### config.mk
export PLATFORM = sky130hd
export DESIGN_NAME = ising_jmem_arbiter
export DESIGN_NICKNAME = d
export VERILOG_FILES = /design/src/rtl/ising_jmem_arbiter.sv
export SDC_FILE = /design/constraint.sdc
export NUM_CORES = 1
export LEC_CHECK = 0
export ABC_AREA = 1
export BUFFER_PORTS_ARGS = -buffer_cell sky130_fd_sc_hd__buf_2
export CAP_MARGIN = 20
export CORE_AREA = 2 2 313 315
export CTS_CLUSTER_SIZE = 20
export DETAILED_ROUTE_END_ITERATION = 10
export DIE_AREA = 0 0 315 317
export PLACE_DENSITY_LB_ADDON = 0.1
export SYNTH_ARGS = -nofsm -noshare
export SYNTH_HDL_FRONTEND = slang
export SYNTH_SLANG_ARGS = --single-unit
### constraint.sdc
create_clock -name clk_i -period 1.75 [get_ports clk_i]
set_input_delay 0.175 -clock clk_i [delete_from_list [all_inputs] [get_ports clk_i]]
set_output_delay 0.175 -clock clk_i [all_outputs]
set_load 0.005 [all_outputs]
### src/rtl/ising_jmem_arbiter.sv
// Ising J-memory read arbiter.
// Shares one read-only J-memory port between the spin-load path and the
// compute path. The effective mode selects which paths may issue. A mode
// change is applied only after every issued read has been answered. Responses
// come back in order, and a small tag FIFO records which path owns each one.
module ising_jmem_arbiter #(
  parameter int AddrWidth      = 8,
  parameter int DataWidth      = 256,
  parameter int MaxOutstanding = 2
) (
  input  logic                 clk_i,
  input  logic                 rst_i,
  input  logic [1:0]           mode_i,
  input  logic                 ld_req_i,
  input  logic [AddrWidth-1:0] ld_addr_i,
  output logic                 ld_gnt_o,
  output logic                 ld_rvalid_o,
  output logic [DataWidth-1:0] ld_rdata_o,
  input  logic                 cp_req_i,
  input  logic [AddrWidth-1:0] cp_addr_i,
  output logic                 cp_gnt_o,
  output logic                 cp_rvalid_o,
  output logic [DataWidth-1:0] cp_rdata_o,
  output logic                 mem_q_valid_o,
  output logic [AddrWidth-1:0] mem_q_addr_o,
  input  logic                 mem_q_ready_i,
  input  logic                 mem_p_valid_i,
  input  logic [DataWidth-1:0] mem_p_data_i,
  output logic [1:0]           mode_o,
  output logic                 draining_o,
  output logic                 err_o
);

  localparam int CntW = $clog2(MaxOutstanding + 1);
  localparam int PtrW = (MaxOutstanding > 1) ? $clog2(MaxOutstanding) : 1;

  localparam logic [1:0] MODE_LOAD    = 2'd0;
  localparam logic [1:0] MODE_COMPUTE = 2'd1;
  localparam logic [1:0] MODE_SHARED  = 2'd2;
  localparam logic [1:0] MODE_HALT    = 2'd3;

  // Tag value stored per outstanding read: which path owns the response.
  localparam logic TAG_LD = 1'b0;
  localparam logic TAG_CP = 1'b1;

  typedef enum logic {
    ST_RUN   = 1'b0,
    ST_DRAIN = 1'b1
  } state_t;

  state_t              state_reg, state_next;
  logic [1:0]          mode_reg, mode_next;
  logic                last_cp_reg;
  logic                err_reg;
  logic [CntW-1:0]     count_reg;
  logic [PtrW-1:0]     wr_ptr_reg;
  logic [PtrW-1:0]     rd_ptr_reg;
  logic                tag_reg [MaxOutstanding];
  logic [MaxOutstanding-1:0] tag_we;

  logic mode_match;
  logic ld_elig;
  logic cp_elig;
  logic sel_valid;
  logic sel_cp;
  logic fifo_empty;
  logic fifo_not_full;
  logic q_valid;
  logic grant;
  logic pop;
  logic head_tag;

  // Wrap-around increment for the tag FIFO pointers (depth need not be 2^n).
  function automatic logic [PtrW-1:0] ptr_inc(input logic [PtrW-1:0] p);
    if (p == PtrW'(MaxOutstanding - 1)) begin
      return '0;
    end
    return p + 1'b1;
  endfunction

  // Request eligibility and round-robin selection between the two paths.
  always_comb begin
    mode_match    = (mode_i == mode_reg);
    ld_elig       = ld_req_i & ((mode_reg == MODE_LOAD) | (mode_reg == MODE_SHARED));
    cp_elig       = cp_req_i & ((mode_reg == MODE_COMPUTE) | (mode_reg == MODE_SHARED));
    sel_valid     = ld_elig | cp_elig;
    // On a tie, compute wins only when load was granted last.
    sel_cp        = cp_elig & (~ld_elig | ~last_cp_reg);
    fifo_empty    = (count_reg == '0);
    fifo_not_full = (count_reg < CntW'(MaxOutstanding));
    head_tag      = tag_reg[rd_ptr_reg];
    // Issue is withheld in reset so no grant can leak while state clears.
    q_valid       = ~rst_i & (state_reg == ST_RUN) & mode_match & sel_valid & fifo_not_full;
    grant         = q_valid & mem_q_ready_i;
    pop           = ~rst_i & mem_p_valid_i & ~fifo_empty;
  end

  // FSM state register together with the effective mode.
  always_ff @(posedge clk_i) begin
    if (rst_i) begin
      state_reg <= ST_RUN;
      mode_reg  <= MODE_HALT;
    end else begin
      state_reg <= state_next;
      mode_reg  <= mode_next;
    end
  end

  // FSM next state: drain on any mode request change, adopt the new mode once idle.
  always_comb begin
    state_next = state_reg;
    mode_next  = mode_reg;
    case (state_reg)
      ST_RUN: begin
        if (!mode_match) begin
          state_next = ST_DRAIN;
        end
      end
      ST_DRAIN: begin
        if (fifo_empty) begin
          state_next = ST_RUN;
          mode_next  = mode_i;
        end
      end
      default: begin
        state_next = ST_RUN;
      end
    endcase
  end

  // FSM outputs: memory request, grants and response steering.
  always_comb begin
    draining_o    = (state_reg == ST_DRAIN);
    mode_o        = mode_reg;
    err_o         = err_reg;
    mem_q_valid_o = q_valid;
    mem_q_addr_o  = '0;
    if (q_valid) begin
      mem_q_addr_o = sel_cp ? cp_addr_i : ld_addr_i;
    end
    ld_gnt_o      = grant & ~sel_cp;
    cp_gnt_o      = grant & sel_cp;
    ld_rvalid_o   = pop & (head_tag == TAG_LD);
    cp_rvalid_o   = pop & (head_tag == TAG_CP);
    ld_rdata_o    = mem_p_data_i;
    cp_rdata_o    = mem_p_data_i;
  end

  // Per-entry write enables for the tag FIFO storage.
  generate
    for (genvar gi = 0; gi < MaxOutstanding; gi++) begin : g_tag_we
      assign tag_we[gi] = grant & (wr_ptr_reg == PtrW'(gi));
    end
  endgenerate

  // Tag FIFO storage: records the owner of each issued read.
  always_ff @(posedge clk_i) begin
    if (rst_i) begin
      for (int i = 0; i < MaxOutstanding; i++) begin
        tag_reg[i] <= TAG_LD;
      end
    end else begin
      for (int i = 0; i < MaxOutstanding; i++) begin
        if (tag_we[i]) begin
          tag_reg[i] <= sel_cp;
        end
      end
    end
  end

  // Tag FIFO pointers and occupancy (occupancy is the outstanding-read count).
  always_ff @(posedge clk_i) begin
    if (rst_i) begin
      wr_ptr_reg <= '0;
      rd_ptr_reg <= '0;
      count_reg  <= '0;
    end else begin
      if (grant) begin
        wr_ptr_reg <= ptr_inc(wr_ptr_reg);
      end
      if (pop) begin
        rd_ptr_reg <= ptr_inc(rd_ptr_reg);
      end
      case ({grant, pop})
        2'b10:   count_reg <= count_reg + CntW'(1);
        2'b01:   count_reg <= count_reg - CntW'(1);
        default: count_reg <= count_reg;
      endcase
    end
  end

  // Round-robin pointer: remembers which path won the last actual grant.
  always_ff @(posedge clk_i) begin
    if (rst_i) begin
      last_cp_reg <= 1'b1;
    end else if (grant) begin
      last_cp_reg <= sel_cp;
    end
  end

  // Sticky error: a response arrived with nothing outstanding.
  always_ff @(posedge clk_i) begin
    if (rst_i) begin
      err_reg <= 1'b0;
    end else if (mem_p_valid_i && fifo_empty) begin
      err_reg <= 1'b1;
    end
  end

endmodule
==> results of run 1 <==
-- layout by cell type (no fill, tap or decap), drive strengths merged, types with 3 or more instances in the layout --
master,n
buf,69
nor2,27
inv,19
nand2,18
o21ai,13
dfxtp,10
nand3,5
a21oi,4
o211ai,3
ha,3
clkbuf,3
-- routing by layer --
layer / track usage / share of wire / routed length [um] / vias up
met1: 0.01567 / 0.24 / 3043 / 487
li1: - / - / - / 497
met2: 0.02417 / 0.34 / 4197 / 387
met5: 0.01420 / 0.016 / 201 / -
met4: 0.03128 / 0.13 / 1635 / 6
met3: 0.02667 / 0.27 / 3382 / 165
-- synth_stat cells, types with 2 or more instances --
cell type	n	area, sq um
ha_1	3	37.54
dfxtp_1	10	200.2
nand3_2	3	30.03
edfxtp_1	2	60.06
inv_2	5	18.77
o211ai_1	3	22.52
nand3_1	2	10.01
inv_1	14	52.55
o21ai_0	13	65.06
nor2_1	26	97.59
a21oi_1	4	20.02
nand2_1	16	60.06
nand2_2	2	12.51
buf_4	512	3844
-- through the flow --
stage | power (mW) | hold slack, ns | std cells | setup TNS (ns) | utilization
finish | 1.186 | 0.1728 | 1458 | -1.546 | 0.03276
global route | 1.273 | 0.2121 | 1458 | -2.984 | 0.03276
CTS | 1.206 | 0.1830 | 1459 | -2.498 | 0.03212
detailed placement | 0.6231 | 0.3501 | 1445 | -0.6001 | 0.02832
global placement | 0.6295 | 0.3501 | 1445 | -0.4592 | 0.02832
floorplan | 1.375 | 0.2474 | 621 | 0 | -
-- power breakdown --
| part | internal (mW) | total (mW) | switching [mW] |
|---|---|---|---|
| Sequential | 0.299 | 0.314 | 0.0152 |
| Clock | 0.303 | 0.440 | 0.137 |
| Combinational | 0.207 | 0.432 | 0.225 |
-- path summary, 6_finish.rpt --
path                     end  slack [ns]  depth (start not counted)
max reg2reg     count_reg[1]       -0.04                         12
min             count_reg[0]        0.17                          2
min reg2reg      last_cp_reg        0.49                          2
max          mem_q_addr_o[5]       -0.16                         11
-- kinds of logic after synthesis --
kind of cell / after synthesis / share of synthesized area
and+or+nand+nor: 52 / 0.05242
DFF: 12 / 0.05678
AOI/OAI and AO/OA: 20 / 0.02348
adders and majority gates: 3 / 0.008191
xor gates and xnor gates: 2 / 0.003823
buffers and inverters: 532 / 0.8553
-- worst register-to-register path, stage by stage (launching register included) --
cell,delay (ns)
dfxtp_4,0.37
inv_4,0.05
ha_4,0.26
nand2_4,0.05
nand2_2,0.07
buf_4,0.11
nand4_4,0.09
buf_6,0.14
ha_4,0.21
a21oi_2,0.11
o21ai_2,0.07
o21ai_1,0.11
a21oi_1,0.05
-- timing repair --
action	in CTS	in global routing
resized for setup	53	28
cloned	1	0
pin swaps	14	13
buffers inserted	9	0
endpoints found under the setup margin	15	17
-- final cells by class --
class / count / area [sq um] / share of cell area
clock inverters: 1 / 3.754 / 0.001190
well taps: 1276 / 1597 / 0.5061
multi-input cells: 77 / 603.1 / 0.1912
flip-flops and latches: 12 / 266.5 / 0.08449
repair buffers: 69 / 524.3 / 0.1662
clock buffers: 3 / 75.07 / 0.02380
inverters: 20 / 85.08 / 0.02697
==> metrics, run 1 <==
critical-path maximum fanout=5; CP max-delay cell=dfxtp_4; status=finished, violations left; Final min period=1.911 ns; initial antenna violation count=0; largest net degree at the start of global routing=9; chip height=317 um; slew at the pin with the worst max-slew slack=roughly 0.46 ns; number of sinks on the clock net=12; PD cells=376.0 nW/um^2; DRC viols=0; antenna cells=0; Critical Path RT=1.57 ns; Synth Cell Area=between 4000 and 5000 sq um; Peak VDD IR=roughly 0.00024 V; period utilisation layout=1.092; Syn Inst Count=~620; Reg clk slew, reported paths=0.05 ns; dominant synthesized flop cell=dfxtp_1; sequential element share of the synthesized area=0.05678; GPL Wtd Cong=approximately 0.6; DP Area=between 2000 and 3000 sq um; total of max-cap violations=0; EDFF count, synth=2; slowest stage delay, CP=0.37 ns; Yosys reg bits=12; RSZ-0062 raised after global routing=true; Num CTS Buffers=3; CORE AREA=~96000 sq um; TritonCTS clock tree=yes; GRT Residual Overflow=0; Setup Skew=between 0.005 and 0.006 ns; Horiz. Die Dim=315 um; ys async rst share=0; # rows=114; Longest Clk Path Bufs=2; die area=99860 sq um; P_leak=roughly 0.79 nW; routed vias/inst=approximately 1.1; Setup-failing EPs final=13; final net count=466; share of cells above drive strength 1=0.6758; Detailed Route Iter0 Violations=32; Initial DRT Pass Iterations=5; DRT Wirelength=12460 um; Hold Path Class=in2reg; Slew HR=0.6889; fill count=11500; final worst slack=-0.1609 ns; YS warnings=0; Worst setup SP type=flop; Synth-to-Final Area Change=-31.18%; Total GRT Usage=0.02234; hold_buf cts=0; failing checks=setup timing; WL per Instance=8.545 um; WS Path Type=reg2out; starting density of the core=0.04760; CTS Root Cell=clkbuf_16; crit end category=output port; Ports=809; crit path buf inv count=5; Max Freq=approximately 520 MHz; Syn Area/Cell=7.380 sq um; Critical Path Source=mode_o[1]; Hold Path Origin=rst_i; count of cell types in the netlist=20; port bufs=40; worst-skew pair later-pin latency=0.24 ns; antenna viol nets, final=0; fin area=3154 sq um; H-tree depth=1; number of global-route vias before repair=1781; first-pass GRT wire length=15190 um; HPWL Detailed=around 10000 um; cell family with most CP delay=buffers and inverters; Hold Fails Final Rpt=0; Final Slew Violations=0; RR Startpoint=mode_o[1]; Post-Place Setup Slack=-0.1145 ns; critical path arrival=1.74 ns; total vias in the final route=1542; Synthesized Nets=904; CP Cell Sequence=inv_4, ha_4, nand2_4, nand2_2, buf_6, nand3_4, clkinv_4, buf_12, o21ai_2, nor2_2, buf_2
Power figures use the tool's default switching activity.
==> inputs of run 2 (changes only) <==
Clock period 1.75 ns to 1.7 ns, I/O delays scaled along.
==> run 2 against run 1 <==
Net effect: the flow still finishes with violations (setup timing); critical path depth down 2; sequential power up 3%; sequential cell count unchanged; first-iteration DRC count up 91%; clock power up 7.0%; die area unchanged; register-to-register slack about the same; sequential share of layout area up 0.41 points; design area down 5.0%; clock-buffer cell count unchanged; power down 3.6%; via count up 1.9%; critical path type unchanged.
==> metrics, run 2 (synthesized netlist as in run 1, its figures left out) <==
status=finished, violations left; failing checks=setup timing; area of the multi-input gates=a little over 500 sq um; Horiz. Die Dim=around 320 um; Core Util, Final=0.03111; Setup-failing EPs final=13; Final Slew Violations=0; slew at the pin with the worst max-slew slack=0.3545 ns; Initial DRT Pass Iterations=4; number of sinks on the clock net=12; worst-skew pair later-pin latency=0.25 ns; chip height=317 um; most common cell after layout, fill and taps aside=buf_2; final net count=464; starting density of the core=0.04760; share of cells above drive strength 1=0.5833; port bufs=40; Slew HR=0.7612; WS Path Type=reg2out; Post-Place Setup Slack=-0.2090 ns; Min Hold Slack=0.1575 ns; Setup Skew=approximately 0.00093 ns; Num CTS Buffers=3; total power=approximately 1.1 mW; die area=99860 sq um; RSZ-0062 raised after global routing=true; DP Area=2713 sq um; number of global-route vias before repair=1838; CORE AREA=96280 sq um; CP max-delay cell=dfxtp_4; DRT Wirelength=12660 um; CP Cell Sequence=inv_4, ha_4, o211ai_1, nand2_4, buf_6, buf_6, o21ai_2, nor2_2, buf_2; first-pass GRT wire length=15730 um; WL per Instance=8.696 um; critical path arrival=1.79 ns; Inst Count DP=1445; total vias in the final route=1571; GRT Residual Overflow=0; # rows=114; Reg clk slew, reported paths=0.05 ns; period utilisation layout=1.155; antenna cells=0; Setup TNS=-2.407 ns; Ports=between 800 and 900; Hold Path Class=in2reg; GPL Wtd Cong=0.5885; CTS Root Cell=clkbuf_16; antenna viol nets, final=0; total of max-cap violations=0; fill count=roughly 12000; H-tree depth=1; routed vias/inst=1.079; Synth-to-Final Area Change=-34.64%; largest net degree at the start of global routing=10; final worst slack=-0.2629 ns; Crit path top cell by count=buf_6; Total GRT Usage=0.02288; slowest stage delay, CP=0.37 ns; HPWL Detailed=between 10000 and 15000 um; crit path buf inv count=4; initial antenna violation count=1; Peak VDD IR=0.0002459 V; Worst setup SP type=flop; Max Freq=509.5 MHz; DRC viols=0; cell family with most CP delay=buffers and inverters; Longest Clk Path Bufs=2; R2R setup slack=-0.05 ns; Hold Fails Final Rpt=0; critical-path maximum fanout=6; P_leak=about 0.76 nW; Final Instance Count excl. Fillers=1456; Final min period=around 2.0 ns; fin area=2995 sq um; PD cells=381.9 nW/um^2; Detailed Route Iter0 Violations=61; most frequent cells in the layout=buf_2, nor2_1, buf_4, inv_1, nand2_1; TritonCTS clock tree=yes; Critical Path RT=1.53 ns; FF/Latch Area=between 200 and 300 sq um; crit end category=output port
==> run 2: cell count changes in the layout (fill, tap and decap cells not counted), sizes merged <==
cell | previous run | this run
buf | 69 | 66
inv | 19 | 20
==> run 2: power breakdown <==
| part | total, mW | switching (mW) | leakage, nW | internal, mW |
|---|---|---|---|---|
| registers | 0.322 | 0.0148 | 0.102 | 0.307 |
| clock network | 0.471 | 0.158 | 0.0385 | 0.313 |
| logic | 0.351 | 0.195 | 0.617 | 0.156 |
| total | 1.14 | 0.368 | 0.758 | 0.776 |
==> run 2: timing repair <==
action	CTS	global route
hold buffers	0	0
gates cloned	1	0
pin swaps	14	8
gates resized for setup	34	13
setup endpoints to repair	15	14
setup buffers	4	2
==> run 2: path summary, 6_finish.rpt <==
| kind | to | startpoint | depth (start not counted) |
|---|---|---|---|
| max reg2reg | count_reg[1] | mode_o[1] | 11 |
| max | mem_q_addr_o[2] | mode_o[1] | 9 |
| min | count_reg[0] | rst_i | 2 |
| min reg2reg | err_o | err_o | 2 |
==> run 2: metal layers <==
| metal | share of wire | vias up | track usage |
|---|---|---|---|
| met5 | 0.019 | - | 0.01799 |
| met4 | 0.12 | 6 | 0.03041 |
| met1 | 0.27 | 547 | 0.01879 |
| met3 | 0.25 | 184 | 0.02537 |
| li1 | - | 492 | - |
| met2 | 0.33 | 342 | 0.02318 |
==> run 2: area by class of cell <==
type / count / area share
flip-flops and latches: 12 / 0.08855
multi-input cells: 77 / 0.1729
repair inverters: 1 / 0.002924
well taps: 1276 / 0.5330
clock inverters: 1 / 0.001253
clock buffers: 3 / 0.02506
repair buffers: 66 / 0.1462
inverters: 20 / 0.03008
==> run 2: worst register-to-register path, cell delays in order (launching register included) <==
cell	delay (ns)
dfxtp_4	0.37
inv_4	0.04
ha_4	0.25
nand2_2	0.07
nand2_4	0.09
nand4_4	0.10
buf_6	0.14
ha_4	0.21
a21oi_2	0.11
o21ai_2	0.07
o21ai_1	0.11
a21oi_1	0.05
